==> config.mk <==
export PLATFORM = sky130hd
export DESIGN_NAME = spi_slave_regfile_flat
export DESIGN_NICKNAME = d
export VERILOG_FILES = /design/src/rtl/spi_pkg.sv /design/src/rtl/spi_slave_regfile_if.sv /design/src/rtl/spi_sync_edge.sv /design/src/rtl/spi_slave_regfile.sv /design/src/flat_wrapper.sv
export SDC_FILE = /design/constraint.sdc
export NUM_CORES = 1
export LEC_CHECK = 0
export ABC_AREA = 0
export BUFFER_PORTS_ARGS = -buffer_cell sky130_fd_sc_hd__clkbuf_2
export CORE_MARGIN = 2
export CORE_UTILIZATION = 53
export DETAILED_ROUTE_END_ITERATION = 8
export GPL_ROUTABILITY_DRIVEN = 0
export PLACE_DENSITY = 0.7
export SETUP_SLACK_MARGIN = 0.2
export SLEW_MARGIN = 25
export SYNTH_ARGS = -nofsm -noshare
export SYNTH_HDL_FRONTEND = slang
export SYNTH_HIERARCHICAL = 1
export SYNTH_SLANG_ARGS = --single-unit
==> constraint.sdc <==
create_clock -name clk -period 2.6 [get_ports clk]
set_input_delay 0.52 -clock clk [delete_from_list [all_inputs] [get_ports clk]]
set_output_delay 0.52 -clock clk [all_outputs]
set_load 0.02 [all_outputs]
==> src/rtl/spi_pkg.sv <==
// Shared SPI definitions for the regfile target and its APB-driven controller.
package spi_pkg;

  typedef enum logic [1:0] {
    IDLE = 2'd0,
    ADDR = 2'd1,
    GAP  = 2'd2,
    DATA = 2'd3
  } spi_state_e;

  localparam int SPI_FRAME_BITS = 8;
  localparam int SPI_WR_BIT     = 7;
  localparam int SPI_GAP_CYCLES = 10;

endpackage

==> src/rtl/spi_slave_regfile_if.sv <==
// SPI pin bundle between the controller (master) and the regfile target (slave).
interface spi_slave_regfile_if;
  logic s_clk;
  logic mosi;
  logic cs_n;
  logic miso;

  modport master (output s_clk, output mosi, output cs_n, input miso);
  modport slave  (input s_clk, input mosi, input cs_n, output miso);
endinterface

==> src/rtl/spi_sync_edge.sv <==
// Two-flop synchronizer: one input gets rising-edge detection, the rest are plain level syncs.
module spi_sync_edge #(
  parameter int               WIDTH   = 2,
  parameter logic [WIDTH-1:0] RST_VAL = '0
) (
  input  logic             clk,
  input  logic             rstn,
  input  logic             i_edge,
  input  logic [WIDTH-1:0] i_d,
  output logic             o_rise,
  output logic [WIDTH-1:0] o_q
);

  logic             r_edge_meta;
  logic             r_edge_sync;
  logic             r_edge_prev;
  logic [WIDTH-1:0] r_meta;
  logic [WIDTH-1:0] r_sync;

  // Edge input resets high so an idle-high s_clk never shows a false rise.
  always_ff @(posedge clk) begin
    if (!rstn) begin
      r_edge_meta <= 1'b1;
      r_edge_sync <= 1'b1;
      r_edge_prev <= 1'b1;
      r_meta      <= RST_VAL;
      r_sync      <= RST_VAL;
    end else begin
      r_edge_meta <= i_edge;
      r_edge_sync <= r_edge_meta;
      r_edge_prev <= r_edge_sync;
      r_meta      <= i_d;
      r_sync      <= r_meta;
    end
  end

  assign o_rise = r_edge_sync & ~r_edge_prev;
  assign o_q    = r_sync;

endmodule

==> src/rtl/spi_slave_regfile.sv <==
// SPI target with a local register file: address frame, gap, data frame; bit 7 of address = write.
// Optional SPI_SLAVE_STATS_EN adds o_frame_cnt (wrapping) and o_abort_cnt (saturating).
module spi_slave_regfile
  import spi_pkg::*;
#(
  parameter int                  NUM_BITS     = SPI_FRAME_BITS,
  parameter int                  NUM_REGS     = 16,
  parameter int                  TIMEOUT      = 64,
  parameter logic [NUM_BITS-1:0] RD_MISS_DATA = {NUM_BITS{1'b1}}
) (
  input  logic                        clk,
  input  logic                        rstn,
  spi_slave_regfile_if.slave          spi,
  input  logic [$clog2(NUM_REGS)-1:0] i_host_raddr,
  output logic [NUM_BITS-1:0]         o_host_rdata,
  output logic                        o_wr_valid,
  output logic [6:0]                  o_wr_addr,
  output logic [NUM_BITS-1:0]         o_wr_data,
  output logic                        o_addr_err
`ifdef SPI_SLAVE_STATS_EN
  ,
  output logic [15:0]                 o_frame_cnt,
  output logic [7:0]                  o_abort_cnt
`endif
);

  localparam int BW = $clog2(NUM_BITS);
  localparam int IW = $clog2(NUM_REGS);
  localparam int TW = $clog2(TIMEOUT + 1);

  spi_state_e          r_state, w_state_nxt;
  logic [BW-1:0]       r_bit_cnt, w_bit_cnt_nxt;
  logic [NUM_BITS-1:0] r_addr_sh, w_addr_nxt;
  logic [NUM_BITS-1:0] r_data_sh, w_data_nxt;
  logic [NUM_BITS-1:0] r_tx_sh, w_tx_nxt;
  logic                r_miso, w_miso_nxt;
  logic [TW-1:0]       r_to_cnt, w_to_nxt;
  logic                r_addr_err, w_err_nxt;
  logic                r_wr_valid;
  logic [6:0]          r_wr_addr;
  logic [NUM_BITS-1:0] r_wr_data;
  logic [NUM_BITS-1:0] r_host_rdata;
  logic [NUM_BITS-1:0] r_regs [NUM_REGS];

  logic                w_rise, w_mosi, w_cs_n, w_commit;
  logic [1:0]          w_sync;
  logic [6:0]          w_idx;
  logic                w_in_range, w_is_wr, w_last, w_to_en, w_timeout;
  logic [NUM_BITS-1:0] w_tx_load;

  spi_sync_edge #(.WIDTH(2), .RST_VAL(2'b10)) u_sync (
    .clk    (clk),
    .rstn   (rstn),
    .i_edge (spi.s_clk),
    .i_d    ({spi.cs_n, spi.mosi}),
    .o_rise (w_rise),
    .o_q    (w_sync)
  );

  assign w_mosi     = w_sync[0];
  assign w_cs_n     = w_sync[1];
  assign w_idx      = r_addr_sh[6:0];
  assign w_in_range = (int'(w_idx) < NUM_REGS);
  assign w_is_wr    = r_addr_sh[SPI_WR_BIT];
  assign w_last     = (r_bit_cnt == BW'(NUM_BITS - 1));
  assign w_tx_load  = w_in_range ? r_regs[w_idx[IW-1:0]] : RD_MISS_DATA;
  // GAP is exempt: the controller's gap has no bound in clk cycles.
  assign w_to_en    = (r_state == ADDR) || ((r_state == DATA) && (r_bit_cnt != '0));
  assign w_timeout  = w_to_en && !w_rise && (r_to_cnt == TW'(TIMEOUT - 1));

  // Next-state, shift registers and miso; aborts take priority over any edge.
  always_comb begin
    w_state_nxt   = r_state;
    w_bit_cnt_nxt = r_bit_cnt;
    w_addr_nxt    = r_addr_sh;
    w_data_nxt    = r_data_sh;
    w_tx_nxt      = r_tx_sh;
    w_miso_nxt    = r_miso;
    w_err_nxt     = r_addr_err;
    w_commit      = 1'b0;
    w_to_nxt      = (w_rise || !w_to_en) ? '0 : r_to_cnt + TW'(1);
    if (w_cs_n || w_timeout) begin
      w_state_nxt   = IDLE;
      w_bit_cnt_nxt = '0;
      w_miso_nxt    = 1'b1;
      w_to_nxt      = '0;
    end else if (w_rise) begin
      w_bit_cnt_nxt = r_bit_cnt + BW'(1);
      case (r_state)
        IDLE: begin
          w_addr_nxt[0] = w_mosi;
          w_bit_cnt_nxt = BW'(1);
          w_state_nxt   = ADDR;
        end
        ADDR: begin
          w_addr_nxt[r_bit_cnt] = w_mosi;
          if (w_last) begin
            w_state_nxt   = GAP;
            w_bit_cnt_nxt = '0;
            if (!w_mosi) begin
              w_tx_nxt   = w_tx_load;
              w_miso_nxt = w_tx_load[0];
              w_err_nxt  = r_addr_err | ~w_in_range;
            end else begin
              w_miso_nxt = 1'b1;
            end
          end else begin
            w_state_nxt = ADDR;
          end
        end
        GAP: begin
          w_state_nxt   = DATA;
          w_bit_cnt_nxt = BW'(1);
          if (w_is_wr) begin
            w_data_nxt[0] = w_mosi;
          end else begin
            w_miso_nxt = r_tx_sh[1];
          end
        end
        DATA: begin
          w_data_nxt[r_bit_cnt] = w_mosi;
          if (w_last) begin
            w_state_nxt   = IDLE;
            w_bit_cnt_nxt = '0;
            w_miso_nxt    = 1'b1;
            w_commit      = w_is_wr & w_in_range;
            w_err_nxt     = r_addr_err | (w_is_wr & ~w_in_range);
          end else if (!w_is_wr) begin
            // The controller samples on the next rise, so present the following bit now.
            w_miso_nxt = r_tx_sh[r_bit_cnt + BW'(1)];
          end else begin
            w_miso_nxt = 1'b1;
          end
        end
        default: begin
          w_state_nxt   = IDLE;
          w_bit_cnt_nxt = '0;
        end
      endcase
    end else begin
      w_state_nxt = r_state;
    end
  end

  // FSM and datapath state register.
  always_ff @(posedge clk) begin
    if (!rstn) begin
      r_state    <= IDLE;
      r_bit_cnt  <= '0;
      r_addr_sh  <= '0;
      r_data_sh  <= '0;
      r_tx_sh    <= '0;
      r_miso     <= 1'b1;
      r_to_cnt   <= '0;
      r_addr_err <= 1'b0;
      r_wr_valid <= 1'b0;
      r_wr_addr  <= '0;
      r_wr_data  <= '0;
    end else begin
      r_state    <= w_state_nxt;
      r_bit_cnt  <= w_bit_cnt_nxt;
      r_addr_sh  <= w_addr_nxt;
      r_data_sh  <= w_data_nxt;
      r_tx_sh    <= w_tx_nxt;
      r_miso     <= w_miso_nxt;
      r_to_cnt   <= w_to_nxt;
      r_addr_err <= w_err_nxt;
      r_wr_valid <= w_commit;
      if (w_commit) begin
        r_wr_addr <= w_idx;
        r_wr_data <= w_data_nxt;
      end
    end
  end

  // Register file and host read port; a same-cycle commit is seen by the host one clk later.
  always_ff @(posedge clk) begin
    if (!rstn) begin
      for (int i = 0; i < NUM_REGS; i++) r_regs[i] <= '0;
      r_host_rdata <= '0;
    end else begin
      if (w_commit) r_regs[w_idx[IW-1:0]] <= w_data_nxt;
      r_host_rdata <= (int'(i_host_raddr) < NUM_REGS) ? r_regs[i_host_raddr] : '0;
    end
  end

  assign spi.miso     = r_miso;
  assign o_wr_valid   = r_wr_valid;
  assign o_wr_addr    = r_wr_addr;
  assign o_wr_data    = r_wr_data;
  assign o_addr_err   = r_addr_err;
  assign o_host_rdata = r_host_rdata;

`ifdef SPI_SLAVE_STATS_EN
  logic [15:0] r_frame_cnt;
  logic [7:0]  r_abort_cnt;
  logic        w_frame_done, w_abort;

  assign w_frame_done = w_rise && !w_cs_n && (r_state == DATA) && w_last;
  assign w_abort      = (w_cs_n && (r_state != IDLE)) || w_timeout;

  // Frame counter wraps; abort counter saturates.
  always_ff @(posedge clk) begin
    if (!rstn) begin
      r_frame_cnt <= 16'd0;
      r_abort_cnt <= 8'd0;
    end else begin
      if (w_frame_done) r_frame_cnt <= r_frame_cnt + 16'd1;
      if (w_abort && (r_abort_cnt != 8'hFF)) r_abort_cnt <= r_abort_cnt + 8'd1;
    end
  end

  assign o_frame_cnt = r_frame_cnt;
  assign o_abort_cnt = r_abort_cnt;
`endif

endmodule
==> src/flat_wrapper.sv <==
// flat-port wrapper written by rule: the top's interface ports become plain ports
module spi_slave_regfile_flat import spi_pkg::*;
#(
  parameter int                  NUM_BITS     = SPI_FRAME_BITS,
  parameter int                  NUM_REGS     = 16,
  parameter int                  TIMEOUT      = 64,
  parameter logic [NUM_BITS-1:0] RD_MISS_DATA = {NUM_BITS{1'b1}}
)
  (clk, rstn, i_host_raddr, o_host_rdata, o_wr_valid, o_wr_addr, o_wr_data, o_addr_err, spi_s_clk, spi_mosi, spi_cs_n, spi_miso);
  spi_slave_regfile_if spi_i ();
  input  logic clk;
  input  logic rstn;
  input  logic [$clog2(NUM_REGS)-1:0] i_host_raddr;
  output logic [NUM_BITS-1:0] o_host_rdata;
  output logic o_wr_valid;
  output logic [6:0] o_wr_addr;
  output logic [NUM_BITS-1:0] o_wr_data;
  output logic o_addr_err;
  input wire logic [$bits(spi_i.s_clk)-1:0] spi_s_clk;
  input wire logic [$bits(spi_i.mosi)-1:0] spi_mosi;
  input wire logic [$bits(spi_i.cs_n)-1:0] spi_cs_n;
  output wire logic [$bits(spi_i.miso)-1:0] spi_miso;
  assign spi_i.s_clk = spi_s_clk;
  assign spi_i.mosi = spi_mosi;
  assign spi_i.cs_n = spi_cs_n;
  assign spi_miso = spi_i.miso;
  spi_slave_regfile #(.NUM_BITS(NUM_BITS), .NUM_REGS(NUM_REGS), .TIMEOUT(TIMEOUT), .RD_MISS_DATA(RD_MISS_DATA)) u_core (.clk(clk), .rstn(rstn), .spi(spi_i), .i_host_raddr(i_host_raddr), .o_host_rdata(o_host_rdata), .o_wr_valid(o_wr_valid), .o_wr_addr(o_wr_addr), .o_wr_data(o_wr_data), .o_addr_err(o_addr_err));
endmodule
After elaboration in Yosys (flattened, before gate mapping)

Memory sizes are Yosys's and may differ from the RTL's. A register that Yosys moved wholly into a read port is not among the register bits.
Index checks and enable logic that the tools add are counted.

Add/sub/neg operators: 2
Order comparisons: 4
Equality and inequality tests: 9
Multiplexer cells: 39
Bitwise logic cells: 10
Reductions and logical operators: 26

Operator list:

| cell                                                                    | number |
|---|---|
| 8-bit two-way mux                                                       | 4 |
| 1-bit two-way mux                                                       | 20 |
| 8-bit bitwise mux                                                       | 2 |
| 3-bit by 4-bit < comparator with 1-bit output, second input constant    | 2 |
| 2-bit case mux with 4 select lines                                      | 1 |
| 8-bit OR reduction                                                      | 1 |
| 7-bit by 1-bit adder with 7-bit output, second input constant           | 1 |
| 7-bit by 6-bit equality test with 1-bit output, second input constant   | 1 |
| 7-bit by 5-bit < comparator with 1-bit output, second input constant    | 1 |
| 7-bit two-way mux                                                       | 1 |
| 1-bit case mux with 2 select lines                                      | 3 |
| 3-bit case mux with 2 select lines                                      | 1 |
| 3-bit AND reduction                                                     | 2 |
| 6-bit AND reduction                                                     | 1 |
| 3-bit nonzero test                                                      | 2 |
| 2-bit OR reduction                                                      | 3 |
| 1-bit inverter                                                          | 5 |
| 5-bit AND reduction                                                     | 1 |
| 2-bit equality test, second input constant                              | 2 |
| 1-bit logical AND                                                       | 4 |
| 2-bit two-way mux                                                       | 2 |
| 4-bit two-way mux                                                       | 1 |
| 2-bit by 1-bit inequality test with 1-bit output, second input constant | 2 |
| 2-bit inequality test, second input constant                            | 2 |
| other kinds (17)                                                        | 25 |

Bits in registers: 61
Memory bits (writable): 128
Input port bits: 9
Output and inout bits: 26
Logic and storage cells: 108
Memories kept: 1

Memories:

| name          | words | bits a word | rd ports | clocked after Yosys merged registers in | wr ports | line                    | RTL |
|---|---|---|---|---|---|---|---|
| u_core.r_regs | 16    | 8           | 2        | 1                                       | 16       | spi_slave_regfile.sv:43 | `logic [NUM_BITS-1:0] r_regs [NUM_REGS];` |

Longest topological paths before layout

Gate-level depths: netlist of run 1.

Word-level depth: 12
Gate-level depth with buffers: 9
Gate-level depth less buffers: 7

Hierarchy

The synthesis of run 1 kept the hierarchy.

By module, submodules not included:

| module            | times used | cells each | area an instance (um^2) | sequential area each (um^2) |
|---|---|---|---|---|
| spi_slave_regfile | 1          | 686        | 9102.5                  | 5084.9 |
| spi_sync_edge     | 1          | 15         | 190.2                   | 140.1 |

Worst setup path after synthesis of run 1

OpenSTA, ideal clock, no wires.

Kind: input port to flip-flop
From: input port i_host_raddr[0]
To: register u_core.r_host_rdata[0], in the netlist u_core/o_host_rdata[0] (read register of u_core.r_regs)
Library setup time: 115 ps
Data arrival time: 2075 ps
Required time: 2485 ps
Path slack: 411 ps
Stages: 5
Path buffers: 2
Cells stage by stage: buf_2 buf_2 mux4_2 mux4_2 and2_1

RTL lines:

| what            | line                    | RTL |
|---|---|---|
| start, declared | flat_wrapper.sv:13      | `input logic [$clog2(NUM_REGS)-1:0] i_host_raddr;` |
| end, declared   | spi_slave_regfile.sv:42 | `logic [NUM_BITS-1:0] r_host_rdata;` |

==> impl_metrics.env, run 1 <==
export IMPL_htreeDepth=4
export IMPL_drt_first_pass_iters=5
export IMPL_grt_max_degree=41
export IMPL_grt_pass1_wl_um=36080
export IMPL_synth_top_family_by_area="multiplexers"
export IMPL_initial_utilization_pct=53.91
export IMPL_drv_slew=0
export IMPL_leakage_nw=3.438
export IMPL_setup_viol=0
export IMPL_synthesis_area_mm2=0.009293
export IMPL_grtUsageTotal_pct=27.06
export IMPL_seq_area_frac_synth_pct=56.23
export IMPL_synth_top_cell_by_area="edfxtp_1"
export IMPL_seqCellArea_mm2=0.005228
export IMPL_cts_path_max_buffers=2
export IMPL_routedWlPerCell_um=23.84
export IMPL_worstSetupStartpointType="flop"
export IMPL_path_class="reg -> reg"
export IMPL_critPathMaxFanout=40
export IMPL_synthFlopType="edfxtp_1"
export IMPL_multi_input_area_mm2=0.003904
export IMPL_die_area_mm2=0.01861
export IMPL_busiest_layer="met2"
export IMPL_drive_above_1_share_pct=30.60
export IMPL_synth_seq_cells=197
export IMPL_clk_pin_slew_worst_paths_ns=0.07
export IMPL_min_period_over_period_pct=88.93
export IMPL_cts_root_buf="clkbuf_16"
export IMPL_synthMuxAreaShare_pct=22.01
export IMPL_synth_distinct_cells=44
export IMPL_hold_start="spi_cs_n"
export IMPL_power_density_mw_per_mm2=640.3
export IMPL_dp_hpwl_um=16160
export IMPL_grt_overflow=0
export IMPL_via_count=6101
export IMPL_postSynth_asyncResetShare_pct=0
export IMPL_cp_arrival_ns=2.45
export IMPL_vias_per_cell=6.226
export IMPL_fmax_ghz=0.4325
export IMPL_antenna_found_initial=0
export IMPL_final_common_cell="nor2_1"
export IMPL_antenna_left=0
export IMPL_ios=35
export IMPL_use_met1_pct=34.38
export IMPL_worstReg2RegEnd="u_core/r_regs[10][6]$_SDFFCE_PN0P_"
export IMPL_cts_tree="built"
export IMPL_min_to="u_core/u_sync/r_meta[1]$_SDFF_PN1_"
export IMPL_use_met2_pct=45.11
export IMPL_hold_violations=0
export IMPL_r2r_setup_slack_ns=0.29
export IMPL_rsz0062_at_grt="true"
export IMPL_antenna_cells=0
export IMPL_outcome="completed"
export IMPL_reg2reg_depth=7
export IMPL_cts_sinks=197
export IMPL_dpl_worst_slack_ns=0.09090
export IMPL_synthToLayoutAreaGrowth_pct=14.22
export IMPL_synthSimpleGateAreaFrac_pct=15.11
export IMPL_clock_latency_ns=0.44
export IMPL_met3_usage_pct=6.189
export IMPL_syn_inst=701
export IMPL_fin_ws_ns=0.2878
export IMPL_std_cell_rows=48
export IMPL_drc_errors=0
export IMPL_die_h_um=136.4
export IMPL_syn_avg_cell_area_um2=13.26
export IMPL_drt_iter0_drc=672
export IMPL_relSlewSlack_pct=46.84
export IMPL_synth_compound_area_share_pct=2.733
export IMPL_ys_top_cells_by_area="edfxtp_1 41%, mux4_2 20%, dfxtp_1 15%"
export IMPL_clock_skew_ns=0.01151
export IMPL_synthAdderAreaFrac_pct=0.5386
export IMPL_critical_path_required_ns=2.74
export IMPL_crit_path_end_kind="flop"
export IMPL_maxCapViolCount=0
export IMPL_max_slew_worst_pin_slew_ns=0.7963
export IMPL_wl_um=23360
export IMPL_setup_tns_final_ns=0
export IMPL_crit_start="u_core/r_bit_cnt[0]$_SDFFE_PP0P_"
export IMPL_synth_nets=714
export IMPL_whs_path_depth=2
export IMPL_core_area_mm2=0.01724
export IMPL_portBuffers=34
export IMPL_final_nets=755
export IMPL_r2r_start="u_core/r_bit_cnt[0]$_SDFFE_PP0P_"
export IMPL_fin_total_pwr_mw=6.796
export IMPL_synth_top_cell_area_share_pct=41.36
export IMPL_layout_common_cells="191 x nor2_1, 128 x edfxtp_1, 81 x mux4_2"
export IMPL_synth_edf_count=128
export IMPL_fill_cells=1304
export IMPL_synth_xor_area_share_pct=0.5655
export IMPL_fin_crit_ns=2.312
export IMPL_vdd_drop_max_mv=0.4808
export IMPL_ys_warn_count=6
export IMPL_die_w_um=136.4
export IMPL_grt_pass1_vias=6187
export IMPL_hp_class="in -> reg"
export IMPL_cts_made_buffers=17
Yosys cell counts (all sizes together), types with 2 or more instances:
| library cell | number |
|---|---|
| nand2 | 34 |
| buf | 26 |
| nor2 | 192 |
| nand4b | 2 |
| nand4 | 4 |
| xnor2 | 4 |
| ha | 4 |
| o211ai | 2 |
| mux2i | 21 |
| a211oi | 16 |
| a31oi | 2 |
| nor3 | 7 |
| nand3 | 17 |
| dfxtp | 69 |
| mux4 | 81 |
| and3 | 3 |
| nor3b | 5 |
| or3 | 2 |
| and2 | 11 |
| inv | 6 |
| nand2b | 7 |
| clkbuf | 27 |
| a21oi | 4 |
| nor2b | 6 |
| xor2 | 2 |
| o21ai | 5 |
| nor4 | 3 |
| edfxtp | 128 |
flip-flops by register name (all words and copies together), names as in the netlist, 2 cells and up, named ones only:
| register | count |
|---|---|
| u_core/r_data_sh | 8 |
| u_core/u_sync/o_q | 2 |
| u_core/o_wr_data | 8 |
| u_core/o_host_rdata | 8 |
| u_core/r_addr_sh | 8 |
| u_core/r_to_cnt | 7 |
| u_core/r_bit_cnt | 3 |
| u_core/o_wr_addr | 7 |
| u_core/r_regs | 128 |
| u_core/r_tx_sh | 8 |
| u_core/u_sync/r_meta | 2 |
cell type report:
class | count | area share [%]
well taps | 225 | 2.652
multi-input cells | 444 | 36.78
repair buffers | 75 | 5.010
clock inverters | 9 | 1.650
clock buffers | 23 | 4.409
inverters | 7 | 0.2476
flip-flops and latches | 197 | 49.25
per-layer routing:
| layer | up-vias | routed length [um] |
|---|---|---|
| li1 | 2668 | - |
| met3 | 49 | 1869 |
| met5 | - | 0 |
| met1 | 3098 | 8811 |
| met2 | 286 | 11990 |
| met4 | 0 | 695 |
through the flow:
stage	cells	cell area, um2	util [%]	hold slack, ns
after floorplan	701	9293	-	0.3863
after global placement	948	9892	57.39	0.4052
after detailed placement	948	9892	57.39	0.4233
after CTS	980	10540	61.16	0.2513
after global routing	980	10610	61.58	0.2546
final	980	10610	61.58	0.2667
report_power, final:
group / internal, mW / leakage (nW) / switching, mW / total [mW]
Sequential: 3.44 / 1.77 / 0.0651 / 3.51
Combinational: 0.188 / 1.35 / 0.203 / 0.392
Clock: 1.76 / 0.309 / 1.14 / 2.90
what timing repair did:
action,4_1_cts,5_1_grt
setup buffers,0,0
hold buffers,0,0
gates resized for setup,3,21
endpoints found under the setup margin,24,169
cloned,0,0
how the worst max path moves through the flow:
stage,slack [ns],cells past startpoint,to
final,0.29,7,u_core/r_regs[10][6]$_SDFFCE_PN0P_
after global routing,0.13,7,u_core/r_regs[10][7]$_SDFFCE_PN0P_
after CTS,0.22,7,u_core/r_regs[3][4]$_SDFFCE_PN0P_
after detailed placement,0.09,7,u_core/r_regs[3][3]$_SDFFCE_PN0P_
after global placement,0.13,7,u_core/r_regs[3][2]$_SDFFCE_PN0P_
after floorplan,0.41,5,u_core/o_host_rdata[0]$_SDFF_PN0_
critical path, cell delays in order, from the launching register on:
cell and delay (ns):
dfxtp_1 0.34, ha_1 0.16, ha_1 0.25, nand2_1 0.17, nor4_4 0.23, buf_12 0.29, nand3_2 0.29, nand2_4 0.26
cells by family (layout without fill, tap and decap cells):
| family | after synthesis | count (layout) |
|---|---|---|
| simple gates | 295 | 295 |
| flops | 197 | 197 |
| mux | 103 | 103 |
| buf+inv | 60 | 114 |
| compound gates | 36 | 36 |
| xor+xnor | 6 | 6 |
| fa+ha+maj | 4 | 4 |
No activity file was read; power rests on OpenSTA's default activity.
==> run 2: changes to the inputs <==
RECOVER_POWER = 100   (was not set)
==> impl_metrics.env, run 2 (synthesis results as in run 1) <==
export IMPL_grt_pass1_vias=6187
export IMPL_via_count=6081
export IMPL_initial_utilization_pct=53.91
export IMPL_max_slew_worst_pin_slew_ns=0.9225
export IMPL_worst_path_stages=4
export IMPL_reg2reg_depth=4
export IMPL_grt_pass1_wl_um=36080
export IMPL_antenna_left=0
export IMPL_drc_errors=0
export IMPL_antenna_cells=0
export IMPL_r2r_setup_slack_ns=0.15
export IMPL_r2r_start="u_core/r_addr_sh[1]$_SDFFE_PN0P_"
export IMPL_cts_root_buf="clkbuf_16"
export IMPL_largest_reg_flops=128
export IMPL_final_common_cell="nor2_1"
export IMPL_core_area_mm2=0.01724
export IMPL_cts_tree="built"
export IMPL_std_cell_rows=48
export IMPL_hp_class="in -> reg"
export IMPL_leakage_nw=3.318
export IMPL_drv_slew=0
export IMPL_final_nets=755
export IMPL_hold_start="spi_cs_n"
export IMPL_setup_tns_final_ns=0
export IMPL_clock_skew_ns=0.009593
export IMPL_drt_iter0_drc=632
export IMPL_cts_made_buffers=17
export IMPL_die_area_mm2=0.01861
export IMPL_rsz0062_at_grt="true"
export IMPL_critical_path_required_ns=2.90
export IMPL_min_period_over_period_pct=94.33
export IMPL_ios=35
export IMPL_power_density_mw_per_mm2=649.5
export IMPL_outcome="completed"
export IMPL_critPathMaxFanout=15
export IMPL_antenna_found_initial=0
export IMPL_relSlewSlack_pct=37.98
export IMPL_fin_util_pct=60.50
export IMPL_clk_pin_slew_worst_paths_ns=0.07
export IMPL_cts_sinks=197
export IMPL_cp_arrival_ns=2.75
export IMPL_slowest_stage="dfxtp_2"
export IMPL_slowest_delay_ns=0.66
export IMPL_path_delay_family="multiplexers"
export IMPL_fin_crit_ns=2.453
export IMPL_fin_total_pwr_mw=6.773
export IMPL_routedWlPerCell_um=23.84
export IMPL_drt_first_pass_iters=5
export IMPL_cts_path_max_buffers=2
export IMPL_cts_resized=3
export IMPL_clock_latency_ns=0.44
export IMPL_maxCapViolCount=0
export IMPL_worstSetupStartpointType="flop"
export IMPL_whs_path_depth=2
export IMPL_htreeDepth=4
export IMPL_critPathBufInv=0
export IMPL_die_w_um=136.4
export IMPL_dp_hpwl_um=16160
export IMPL_layout_common_cells="192 x nor2_1, 128 x edfxtp_1, 81 x mux4_2"
export IMPL_hold_violations=0
export IMPL_path_class="reg -> reg"
export IMPL_min_to="u_core/u_sync/r_meta[1]$_SDFF_PN1_"
export IMPL_dpl_cell_area_mm2=0.009892
export IMPL_holdBufCountCts=0
export IMPL_vias_per_cell=6.205
export IMPL_post_cts_buffers=0
export IMPL_portBuffers=34
export IMPL_die_h_um=136.4
export IMPL_grt_max_degree=41
export IMPL_top_register="u_core/r_regs"
export IMPL_wl_um=23360
export IMPL_grtUsageTotal_pct=27.06
export IMPL_hold_slack_ns=0.2676
export IMPL_design_area_mm2=0.01043
export IMPL_setup_viol=0
export IMPL_crit_path_end_kind="flop"
export IMPL_drive_above_1_share_pct=23.05
export IMPL_synthToLayoutAreaGrowth_pct=12.21
export IMPL_grt_overflow=0
export IMPL_fmax_ghz=0.4077
export IMPL_worstReg2RegEnd="u_core/r_tx_sh[0]$_SDFFE_PN0P_"
export IMPL_worstPathCellList="mux4_2 > mux2_1 > a211oi_1 > a21oi_1"
export IMPL_vdd_drop_max_mv=0.4769
-- run 2: area by class of cell --
type                            count  area, um2
Fill cell                        1347       6809
Sequential cell                   197       5228
Multi-Input combinational cell    444       3775
Timing Repair Buffer               75      474.2
Clock buffer                       23      467.9
Tap cell                          225      281.5
Clock inverter                      9      175.2
Inverter                            7      26.28
-- run 2: how the worst max path moves through the flow --
stage	endpoint	slack, ns	start
finish	u_core/r_tx_sh[0]$_SDFFE_PN0P_	0.15	u_core/r_addr_sh[1]$_SDFFE_PN0P_
global route	u_core/r_regs[13][7]$_SDFFCE_PN0P_	0.07	u_core/r_bit_cnt[0]$_SDFFE_PP0P_
CTS	u_core/r_regs[3][4]$_SDFFCE_PN0P_	0.22	u_core/r_bit_cnt[0]$_SDFFE_PP0P_
detailed placement	u_core/r_regs[3][3]$_SDFFCE_PN0P_	0.09	u_core/r_bit_cnt[0]$_SDFFE_PP0P_
global placement	u_core/r_regs[3][2]$_SDFFCE_PN0P_	0.13	u_core/r_bit_cnt[0]$_SDFFE_PP0P_
floorplan	u_core/o_host_rdata[0]$_SDFF_PN0_	0.41	i_host_raddr[0]
-- run 2: power by group --
group	internal, mW	switching (mW)	leakage (nW)
logic	0.179	0.200	1.23
clock network	1.76	1.13	0.309
registers	3.44	0.0652	1.77
total	5.38	1.39	3.32
-- run 2: per-layer routing --
layer | vias to the layer above | GRT usage (%) | routed length, um
met5 | - | 0 | 0
li1 | 2670 | - | -
met4 | 0 | 11.11 | 621
met2 | 281 | 45.11 | 12030
met1 | 3086 | 34.38 | 9008
met3 | 44 | 6.189 | 1698
-- run 2: through the flow --
step	std cells	setup slack, ns
final	980	0.1474
after global routing	980	0.07410
after CTS	980	0.2171
after detailed placement	948	0.09090
after global placement	948	0.1252
after floorplan	701	0.4105
-- run 2: worst reg2reg max path, delay by kind of cell (launching register included) --
kind	cells	cell delay, ns
mux	2	0.93
compound gates	2	0.73
flops	1	0.66
==> run 3: changes to the inputs <==
clock period = 3.1 ns   (was 2.6 ns; I/O delays follow)
==> impl_metrics.env, run 3 (synthesis results as in run 1) <==
export IMPL_outcome="completed"
export IMPL_antenna_cells=0
export IMPL_die_w_um=136.4
export IMPL_use_met1_pct=35.84
export IMPL_top_register="u_core/r_regs"
export IMPL_min_period_over_period_pct=89.11
export IMPL_grt_pass1_vias=5829
export IMPL_synthToLayoutAreaGrowth_pct=9.574
export IMPL_clock_skew_ns=0.02003
export IMPL_power_density_mw_per_mm2=529.3
export IMPL_fill_cells=1349
export IMPL_worstReg2RegEnd="u_core/r_regs[2][7]$_SDFFCE_PN0P_"
export IMPL_antenna_left=0
export IMPL_clock_latency_ns=0.45
export IMPL_path_class="reg -> reg"
export IMPL_cts_tree="built"
export IMPL_cts_made_buffers=17
export IMPL_busiest_layer="met2"
export IMPL_drt_first_pass_iters=5
export IMPL_std_cell_rows=48
export IMPL_antenna_found_initial=0
export IMPL_relSlewSlack_pct=15.70
export IMPL_initial_utilization_pct=53.91
export IMPL_drc_errors=0
export IMPL_fin_cells=964
export IMPL_setup_viol=0
export IMPL_routedWlPerCell_um=24.28
export IMPL_grt_pass1_wl_um=35110
export IMPL_crit_start="u_core/r_bit_cnt[0]$_SDFFE_PP0P_"
export IMPL_setup_tns_final_ns=0
export IMPL_die_h_um=136.4
export IMPL_hold_start="spi_cs_n"
export IMPL_dp_hpwl_um=16410
export IMPL_final_nets=739
export IMPL_dpl_cell_count=932
export IMPL_fin_total_pwr_mw=5.390
export IMPL_internal_power_mw=4.134
export IMPL_maxCapViolCount=0
export IMPL_combPwrFrac_pct=5.7
export IMPL_max_slew_worst_pin_slew_ns=1.264
export IMPL_p_switching_mw=1.256
export IMPL_critical_path_required_ns=3.20
export IMPL_cts_sinks=197
export IMPL_hp_class="in -> reg"
export IMPL_hold_violations=0
export IMPL_rsz0062_at_grt="false"
export IMPL_drive_above_1_share_pct=21.65
export IMPL_fmax_ghz=0.3620
export IMPL_crit_path_end_kind="flop"
export IMPL_grt_max_degree=41
export IMPL_cp_arrival_ns=2.86
export IMPL_min_to="u_core/u_sync/r_meta[1]$_SDFF_PN1_"
export IMPL_leakage_nw=3.208
export IMPL_holdBufCountCts=0
export IMPL_ios=35
export IMPL_clk_pin_slew_worst_paths_ns=0.07
export IMPL_drv_slew=0
export IMPL_whs_path_depth=2
export IMPL_r2r_start="u_core/r_bit_cnt[0]$_SDFFE_PP0P_"
export IMPL_drt_iter0_drc=753
export IMPL_layout_common_cells="192 x nor2_1, 128 x edfxtp_1, 81 x mux4_2"
export IMPL_met3_usage_pct=6.711
export IMPL_die_area_mm2=0.01861
export IMPL_vdd_drop_max_mv=0.4066
export IMPL_portBuffers=34
export IMPL_grtUsageTotal_pct=26.71
export IMPL_cts_root_buf="clkbuf_16"
export IMPL_worstSetupStartpointType="flop"
export IMPL_critPathMaxFanout=17
export IMPL_use_met2_pct=41.18
export IMPL_cts_path_max_buffers=2
export IMPL_p_sw_share_pct=23.30
export IMPL_wl_um=23400
export IMPL_htreeDepth=4
export IMPL_fin_crit_ns=2.763
export IMPL_pwr_share_seq_pct=55.0
export IMPL_core_area_mm2=0.01724
export IMPL_pwr_share_clk_pct=39.3
export IMPL_reg2reg_depth=7
export IMPL_vias_per_cell=6.346
export IMPL_via_count=6118
export IMPL_grt_overflow=0
export IMPL_largest_reg_flops=128
export IMPL_final_common_cell="nor2_1"
export IMPL_r2r_setup_slack_ns=0.34
-- run 3: changes by cell type in the layout (fill, tap and decap cells not counted), sizes merged --
| cell | before | now |
|---|---|---|
| buf | 36 | 14 |
| inv | 7 | 12 |
| clkinvlp | 1 | 0 |
| bufinv | 5 | 0 |
| clkinv | 3 | 9 |
| clkbuf | 62 | 63 |
-- run 3: cell type report --
class	count	area [um2]	share of cell area (%)
well taps	225	281.5	2.765
flip-flops and latches	197	5228	51.34
clock inverters	14	116.4	1.143
multi-input cells	444	3776	37.09
clock buffers	18	450.4	4.424
inverters	7	26.28	0.2580
repair buffers	59	304.0	2.986
-- run 3: through the flow --
step | setup slack, ns | cell area [um2] | hold slack [ns] | util [%]
after floorplan | 0.8105 | 9293 | 0.3863 | -
after global placement | 0.5316 | 9747 | 0.4129 | 56.55
after detailed placement | 0.4056 | 9747 | 0.4165 | 56.55
after CTS | 0.3989 | 10310 | 0.3643 | 59.84
after global routing | 0.1385 | 10180 | 0.3694 | 59.07
final | 0.3375 | 10180 | 0.3775 | 59.07
-- run 3: power groups by stage --
| stage | sequential [mW] | clock (mW) | combinational (mW) |
|---|---|---|---|
| finish | 2.96 | 2.12 | 0.306 |
| CTS | 2.96 | 2.15 | 0.311 |
| detailed placement | 3.02 | 0 | 0.311 |
| floorplan | 2.99 | 0 | 0.212 |
| global placement | 3.01 | 0 | 0.304 |
| global route | 2.97 | 2.27 | 0.321 |
-- run 3: routing by layer --
metal / vias up / part of all wire [%]
met4: 0 / 4.2
li1: 2640 / -
met3: 65 / 10
met1: 3035 / 38
met5: - / 0
met2: 378 / 48
-- run 3: repair_timing --
action / CTS / global route
setup endpoints to repair: 0 / 8
hold endpoints to repair: 0 / 0
gates resized for setup: 0 / 1
buffers inserted: 0 / 0
-- run 3: worst max-delay path by stage --
| stage | end | slack, ns | cells after the start |
|---|---|---|---|
| global placement | u_core/r_regs[10][2]$_SDFFCE_PN0P_ | 0.53 | 7 |
| floorplan | u_core/o_host_rdata[0]$_SDFF_PN0_ | 0.81 | 5 |
| CTS | u_core/r_regs[10][6]$_SDFFCE_PN0P_ | 0.40 | 7 |
| detailed placement | u_core/r_regs[10][3]$_SDFFCE_PN0P_ | 0.41 | 7 |
| global route | u_core/r_regs[2][7]$_SDFFCE_PN0P_ | 0.14 | 7 |
| finish | u_core/r_regs[2][7]$_SDFFCE_PN0P_ | 0.34 | 7 |
-- run 3: worst max-delay path, stage by stage (launching register included) --
cell	delay, ns
dfxtp_1	0.49
ha_1	0.21
ha_1	0.26
nand2_1	0.18
nor4_4	0.17
buf_4	0.34
nand3_1	0.35
nand2_1	0.40
